<file path="src/rtl/scr_pkg.sv">
// Shared types and sizing for the scratch-RAM stack controller.
package scr_pkg;

  localparam int SCR_DATA_W  = 10;
  localparam int SCR_ADDR_W  = 8;
  localparam int SCR_DEPTH   = 256;
  localparam int SCR_DEPTH_W = 9;   // must hold 0..SCR_DEPTH inclusive

  // Request opcodes; codes 6 and 7 are legal but complete as no-ops.
  typedef enum logic [2:0] {
    OP_PUSH = 3'd0,
    OP_POP  = 3'd1,
    OP_LD   = 3'd2,
    OP_ST   = 3'd3,
    OP_WSP  = 3'd4,
    OP_RSP  = 3'd5
  } scr_op_t;

  // Controller sequencing: accept, drive the RAM for one cycle, report.
  typedef enum logic [1:0] {
    ST_IDLE = 2'd0,
    ST_EXEC = 2'd1,
    ST_DONE = 2'd2
  } scr_state_t;

endpackage

</file>
<file path="src/rtl/scr_stack_ctrl_if.sv">
// Request/result handshake between the CPU control unit and the stack controller.
interface scr_stack_ctrl_if;

  logic                                 op_valid;
  scr_pkg::scr_op_t                     op_code;
  logic [scr_pkg::SCR_ADDR_W-1:0]       op_addr;
  logic [scr_pkg::SCR_DATA_W-1:0]       op_data;
  logic                                 op_ready;
  logic                                 result_valid;
  logic [scr_pkg::SCR_DATA_W-1:0]       result;
  logic                                 err;

  // CPU side: issues requests, consumes results.
  modport master (
    output op_valid, op_code, op_addr, op_data,
    input  op_ready, result_valid, result, err
  );

  // Controller side.
  modport slave (
    input  op_valid, op_code, op_addr, op_data,
    output op_ready, result_valid, result, err
  );

endinterface

</file>
<file path="src/rtl/scr_stack_ctrl.sv">
// Stack / direct-access controller in front of a 256x10 scratch RAM.
// One request is accepted in IDLE, the RAM is driven for the single EXEC
// cycle, and the result is reported with a one-cycle pulse in DONE.
// The stack grows downward: PUSH pre-decrements SP, POP post-increments.
module scr_stack_ctrl
  import scr_pkg::*;
#(
  parameter logic [SCR_ADDR_W-1:0] SP_RESET = 8'h00
) (
  input  logic                  clk,
  input  logic                  rst,
  scr_stack_ctrl_if.slave       op_if,
  output logic [SCR_ADDR_W-1:0] sp_o,
  output logic [SCR_ADDR_W-1:0] scr_addr_o,
  output logic                  scr_we_o,
  output logic [SCR_DATA_W-1:0] scr_data_out_o,
  input  logic [SCR_DATA_W-1:0] scr_data_in_i
);

  // Controller state and registered outputs
  scr_state_t              state_q;
  scr_op_t                 op_q;
  logic [SCR_ADDR_W-1:0]   op_addr_q;
  logic                    op_err_q;
  logic [SCR_ADDR_W-1:0]   sp_q;
  logic [SCR_DEPTH_W-1:0]  depth_q;
  logic [SCR_DATA_W-1:0]   result_q;
  logic                    err_q;
  logic                    result_valid_q;
  logic                    op_ready_q;
  logic [SCR_ADDR_W-1:0]   scr_addr_q;
  logic                    scr_we_q;
  logic [SCR_DATA_W-1:0]   scr_data_q;

  // Acceptance-time decode (RAM drive for the coming EXEC cycle)
  logic                    accept_s;
  logic                    full_s;
  logic                    empty_s;
  logic [SCR_ADDR_W-1:0]   scr_addr_d;
  logic                    scr_we_d;
  logic [SCR_DATA_W-1:0]   scr_data_d;
  logic                    op_err_d;

  // End-of-EXEC architectural updates
  logic [SCR_ADDR_W-1:0]   sp_d;
  logic [SCR_DEPTH_W-1:0]  depth_d;
  logic [SCR_DATA_W-1:0]   result_d;

  assign accept_s = (state_q == ST_IDLE) && op_if.op_valid && op_ready_q;
  assign full_s   = (depth_q == SCR_DEPTH_W'(SCR_DEPTH));
  assign empty_s  = (depth_q == 9'd0);

  // Decode the incoming request into the RAM controls held during EXEC;
  // overflow/underflow is decided here so EXEC never writes on an error.
  always_comb begin
    scr_addr_d = 8'h00;
    scr_we_d   = 1'b0;
    scr_data_d = 10'h000;
    op_err_d   = 1'b0;
    case (op_if.op_code)
      OP_PUSH: begin
        scr_addr_d = sp_q - 8'h01;
        scr_we_d   = !full_s;
        scr_data_d = op_if.op_data;
        op_err_d   = full_s;
      end
      OP_POP: begin
        scr_addr_d = sp_q;
        op_err_d   = empty_s;
      end
      OP_LD: begin
        scr_addr_d = op_if.op_addr;
      end
      OP_ST: begin
        scr_addr_d = op_if.op_addr;
        scr_we_d   = 1'b1;
        scr_data_d = op_if.op_data;
      end
      default: begin
        scr_addr_d = 8'h00;
      end
    endcase
  end

  // Compute SP, depth and result committed at the end of EXEC from the
  // captured request; a faulted PUSH/POP leaves SP and depth untouched.
  always_comb begin
    sp_d     = sp_q;
    depth_d  = depth_q;
    result_d = 10'h000;
    case (op_q)
      OP_PUSH: begin
        if (!op_err_q) begin
          sp_d    = sp_q - 8'h01;
          depth_d = depth_q + 9'd1;
        end else begin
          sp_d    = sp_q;
          depth_d = depth_q;
        end
      end
      OP_POP: begin
        if (!op_err_q) begin
          sp_d     = sp_q + 8'h01;
          depth_d  = depth_q - 9'd1;
          result_d = scr_data_in_i;
        end else begin
          sp_d     = sp_q;
          depth_d  = depth_q;
          result_d = 10'h000;
        end
      end
      OP_LD: begin
        result_d = scr_data_in_i;
      end
      OP_WSP: begin
        sp_d    = op_addr_q;
        depth_d = 9'd0;
      end
      OP_RSP: begin
        result_d = {2'b00, sp_q};
      end
      default: begin
        result_d = 10'h000;
      end
    endcase
  end

  // Sequencer with all outputs registered; reset aborts any op in flight.
  always_ff @(posedge clk or posedge rst) begin
    if (rst) begin
      state_q        <= ST_IDLE;
      op_q           <= OP_PUSH;
      op_addr_q      <= 8'h00;
      op_err_q       <= 1'b0;
      sp_q           <= SP_RESET;
      depth_q        <= 9'd0;
      result_q       <= 10'h000;
      err_q          <= 1'b0;
      result_valid_q <= 1'b0;
      op_ready_q     <= 1'b1;
      scr_addr_q     <= 8'h00;
      scr_we_q       <= 1'b0;
      scr_data_q     <= 10'h000;
    end else begin
      case (state_q)
        ST_IDLE: begin
          result_valid_q <= 1'b0;
          if (accept_s) begin
            op_q       <= op_if.op_code;
            op_addr_q  <= op_if.op_addr;
            op_err_q   <= op_err_d;
            scr_addr_q <= scr_addr_d;
            scr_we_q   <= scr_we_d;
            scr_data_q <= scr_data_d;
            op_ready_q <= 1'b0;
            state_q    <= ST_EXEC;
          end else begin
            op_ready_q <= 1'b1;
            state_q    <= ST_IDLE;
          end
        end
        ST_EXEC: begin
          sp_q           <= sp_d;
          depth_q        <= depth_d;
          result_q       <= result_d;
          err_q          <= op_err_q;
          result_valid_q <= 1'b1;
          scr_addr_q     <= 8'h00;
          scr_we_q       <= 1'b0;
          scr_data_q     <= 10'h000;
          state_q        <= ST_DONE;
        end
        ST_DONE: begin
          result_valid_q <= 1'b0;
          op_ready_q     <= 1'b1;
          state_q        <= ST_IDLE;
        end
        default: begin
          result_valid_q <= 1'b0;
          scr_we_q       <= 1'b0;
          scr_addr_q     <= 8'h00;
          scr_data_q     <= 10'h000;
          op_ready_q     <= 1'b1;
          state_q        <= ST_IDLE;
        end
      endcase
    end
  end

  assign op_if.op_ready     = op_ready_q;
  assign op_if.result_valid = result_valid_q;
  assign op_if.result       = result_q;
  assign op_if.err          = err_q;
  assign sp_o               = sp_q;
  assign scr_addr_o         = scr_addr_q;
  assign scr_we_o           = scr_we_q;
  assign scr_data_out_o     = scr_data_q;

endmodule

</file>
<file path="src/flat_wrapper.sv">
// flat-port wrapper written by rule: the top's interface ports become plain ports
module scr_stack_ctrl_flat import scr_pkg::*;
#(
  parameter logic [SCR_ADDR_W-1:0] SP_RESET = 8'h00
)
  (clk, rst, sp_o, scr_addr_o, scr_we_o, scr_data_out_o, scr_data_in_i, op_if_op_valid, op_if_op_code, op_if_op_addr, op_if_op_data, op_if_op_ready, op_if_result_valid, op_if_result, op_if_err);
  scr_stack_ctrl_if op_if_i ();
  input  logic clk;
  input  logic rst;
  output logic [SCR_ADDR_W-1:0] sp_o;
  output logic [SCR_ADDR_W-1:0] scr_addr_o;
  output logic scr_we_o;
  output logic [SCR_DATA_W-1:0] scr_data_out_o;
  input  logic [SCR_DATA_W-1:0] scr_data_in_i;
  input wire logic [$bits(op_if_i.op_valid)-1:0] op_if_op_valid;
  input wire logic [$bits(op_if_i.op_code)-1:0] op_if_op_code;
  input wire logic [$bits(op_if_i.op_addr)-1:0] op_if_op_addr;
  input wire logic [$bits(op_if_i.op_data)-1:0] op_if_op_data;
  output wire logic [$bits(op_if_i.op_ready)-1:0] op_if_op_ready;
  output wire logic [$bits(op_if_i.result_valid)-1:0] op_if_result_valid;
  output wire logic [$bits(op_if_i.result)-1:0] op_if_result;
  output wire logic [$bits(op_if_i.err)-1:0] op_if_err;
  assign op_if_i.op_valid = op_if_op_valid;
  assign op_if_i.op_code = op_if_op_code;
  assign op_if_i.op_addr = op_if_op_addr;
  assign op_if_i.op_data = op_if_op_data;
  assign op_if_op_ready = op_if_i.op_ready;
  assign op_if_result_valid = op_if_i.result_valid;
  assign op_if_result = op_if_i.result;
  assign op_if_err = op_if_i.err;
  scr_stack_ctrl #(.SP_RESET(SP_RESET)) u_core (.clk(clk), .rst(rst), .op_if(op_if_i), .sp_o(sp_o), .scr_addr_o(scr_addr_o), .scr_we_o(scr_we_o), .scr_data_out_o(scr_data_out_o), .scr_data_in_i(scr_data_in_i));
endmodule
</file>
<file path="config.mk">
export PLATFORM = sky130hd
export DESIGN_NAME = scr_stack_ctrl_flat
export DESIGN_NICKNAME = d
export VERILOG_FILES = /design/src/rtl/scr_pkg.sv /design/src/rtl/scr_stack_ctrl_if.sv /design/src/rtl/scr_stack_ctrl.sv /design/src/flat_wrapper.sv
export SDC_FILE = /design/constraint.sdc
export NUM_CORES = 1
export LEC_CHECK = 0
export BUFFER_PORTS_ARGS = -buffer_cell sky130_fd_sc_hd__clkbuf_2
export CAP_MARGIN = 5
export CORE_AREA = 10 10 103 105
export CTS_CLUSTER_DIAMETER = 30
export DETAILED_ROUTE_END_ITERATION = 10
export DIE_AREA = 0 0 113 115
export PLACE_DENSITY = 0.67
export REMOVE_ABC_BUFFERS = 1
export SYNTH_ARGS = -nofsm -noshare
export SYNTH_HDL_FRONTEND = slang
export SYNTH_SLANG_ARGS = --single-unit
</file>
<file path="constraint.sdc">
create_clock -name clk -period 2.8 [get_ports clk]
set_clock_uncertainty 0.1 [all_clocks]
set_input_delay 0.28 -clock clk [delete_from_list [all_inputs] [get_ports clk]]
set_output_delay 0.28 -clock clk [all_outputs]
set_load 0.01 [all_outputs]
</file>
==> metrics <==
status complete, no violations; asr flop ratio synth 1.00; EDFF count, synth 0; flops & latches, synth 62; worst skew pair latency 0.34 ns; Initial Utilization 0.388; WL/cell 16.4 µm; Post-DP Area 0.00377 mm²; GR Util All Layers 0.135; Synth Flop Type dfrtp_1; area delta synth->final 19.7%; Psw 1.82 mW; worst vdd ir 0.318 mV; power share of the clock group 0.185; largest net degree at the start of global routing 63; Clock Tree Root clkbuf_8; Hold/Removal Path Class input pin to async pin; Slew headroom 0.187; Max-cap violations 0; CTS Buffer Depth 2; initial detailed-routing violation count 294; largest driver fanout on the critical path 9; Finished Core Util 0.465; total CTS buffers 9; Die ar. 0.0130 mm²; PwrDens 1100 mW/mm²; max frequency 0.387 GHz; vias in the first global route 2868; Port Buffers 73; critical path type flop to flop; WP data required 2.92 ns; Yosys cell types 55; crit share post-route 0.923; syn avg cell area 9.48 µm²; Post-CTS Setup Bufs 0; DP Wirelength 6240 µm; design area 0.00397 mm²; synthesized area 0.00332 mm²; DR vias 2905; Final Power 4.37 mW; switching share of power 0.417; Placed Cells 515; Gate power share 0.447; Worst Setup End Kind flop; DRC errors left 0; first-pass GRT wire length 14700 µm; Least-Margin Pin Slew 1.21 ns; Slowest-stage cell, CP dfrtp_1; pre-CTS setup slack 0.242 ns; vias per std cell 5.47; Setup TNS 0 ns; most frequent CP cell o21ai_0; Synth area leader dfrtp_1; endpoints failing hold 0; R2R depth 8; Antenna Cells 0; Synth Warn # 0; post_cts resized 0; grt total ovfl 0; RePlAce Congestion 0.882; Post-Synthesis Cells 350; final cell count without fillers 531; I/O pins 74; CP startpoint u_core.op_q[2]$_DFFE_PP0P_; CP max stage delay 0.47 ns; row count 34; hold slack 0.0446 ns; initial antenna violation count 0; # clock sinks 62; Critical Path AT 2.71 ns; Int Pwr 2.55 mW; sequential element share of the synthesized area 0.468; Detailed Routing Iterations Pass 1 4; Area contributors post-synth dfrtp_1 46%, o21ai_0 6.2%, nand2_1 4.0%; Core ar. 0.00855 mm²; critical path startpoint category flop; Die Ht 115 µm; htree depth 3; RSZ-0062 raised after global routing false; R2R Setup Slk 0.21 ns; Final min period 2.59 ns; Reg power frac 0.368; final worst slack 0.215 ns; CTS tree done; Slew Viols, Final 0; final setup fails 0; fraction of layout cells with a size suffix above 1 0.286; CTS clock-pin slew for the worst setup and hold paths 0.07 ns; cells along the critical path or3b_1, xnor2_1, ha_1, or4_1, o2111ai_1, a31oi_1, o21ai_0, o21ai_0; share of the synthesized area in the top cell type 0.460; CTS Hold Bufs 0; final WL 8730 µm; Die X-Extent 113 µm; Detail Route Antenna Nets 0; Final nets 457; reg2reg start u_core.op_q[2]$_DFFE_PP0P_; Static Leak 1.83 nW
==> kinds of logic after synthesis <==
logic type / Yosys count / share of synthesized area
AOI/OAI and AO/OA: 109 / 0.210
xor gates and xnor gates: 13 / 0.0343
adders and majority gates: 5 / 0.0189
buffers and inverters: 39 / 0.0539
DFF: 62 / 0.468
muxes: 14 / 0.0464
and+or+nand+nor: 108 / 0.169
==> power groups by stage <==
stage / registers (mW) / clock network, mW / logic, mW
CTS: 1.60 / 0.829 / 1.97
global route: 1.66 / 0.874 / 2.20
detailed placement: 1.61 / 0 / 1.95
floorplan: 1.67 / 0 / 1.17
global placement: 1.60 / 0 / 1.92
finish: 1.61 / 0.808 / 1.95
==> cell type report <==
class                   count  area, µm²
repair buffers             85        455
flip-flops and latches     62       1550
well taps                 108        135
inverters                  11       41.3
multi-input cells         249       1590
clock buffers              13        159
clock inverters             3       42.5
fillers                   805       4580
==> flip-flops by register name, indices dropped and copies added, names as in the netlist <==
signal / cells
u_core.state_q: 1
u_core.depth_q: 9
u_core.sp_o: 8
u_core.op_if.err: 1
u_core.op_if.result: 10
u_core.op_err_q: 1
u_core.op_if.op_ready: 1
u_core.op_if.result_valid: 1
u_core.scr_addr_o: 8
u_core.op_q: 3
u_core.scr_we_o: 1
u_core.op_addr_q: 8
u_core.scr_data_out_o: 10
==> Yosys cell counts, drive strengths merged (2+ instances only) <==
master and number:
and3 3, o31ai 2, mux2i 3, xor2 2, inv 11, nand4 6
nand3 4, o21ai 43, a22oi 8, nand2b 3, ha 5, nor4 6
dfrtp 61, o211ai 3, or2 4, or3 5, or4 3, a22o 14
a21oi 18, xnor2 11, or3b 2, nand2 35, mux2 11, nor3b 5
nor3 7, clkbuf 17, nor2 22, a31oi 6, a32oi 4, buf 11
==> final timing paths <==
path / endpoint
max in group asynchronous: u_core.depth_q[4]$_DFFE_PP0P_
max reg2reg: u_core.depth_q[8]$_DFFE_PP0P_
min reg2reg: u_core.op_if.result[9]$_DFFE_PP0P_
min in group clk: u_core.scr_data_out_o[9]$_DFFE_PP0P_
min: u_core.op_if.result[9]$_DFFE_PP0P_
max: u_core.depth_q[8]$_DFFE_PP0P_
==> critical path: cells and delay by family, from the launching register on <==
kind / cells / cell delay, ns
AND/OR/NAND/NOR: 2 / 0.90
AO/OA/AOI/OAI: 4 / 0.61
flip-flops: 1 / 0.47
adder cells (fa/ha/maj): 1 / 0.25
XOR/XNOR: 1 / 0.15
==> cells in the final DEF, fill, tap and decap left out, types with 6 or more instances in the layout <==
master,count
clkbuf_2,73
dfrtp_1,61
o21ai_0,41
nand2_1,35
nor2_1,22
a21oi_1,17
a22o_1,14
buf_4,12
mux2_2,11
xnor2_1,11
clkbuf_8,11
inv_1,10
a22oi_1,8
a31oi_1,6
nand4_1,6
nor4_1,6
==> routing by layer <==
metal | track usage | wire (µm)
met5 | 0 | 0
met4 | 0.0618 | 135
met3 | 0.0313 | 457
met2 | 0.214 | 4240
met1 | 0.172 | 3890
(Power assumes the default switching activity.)
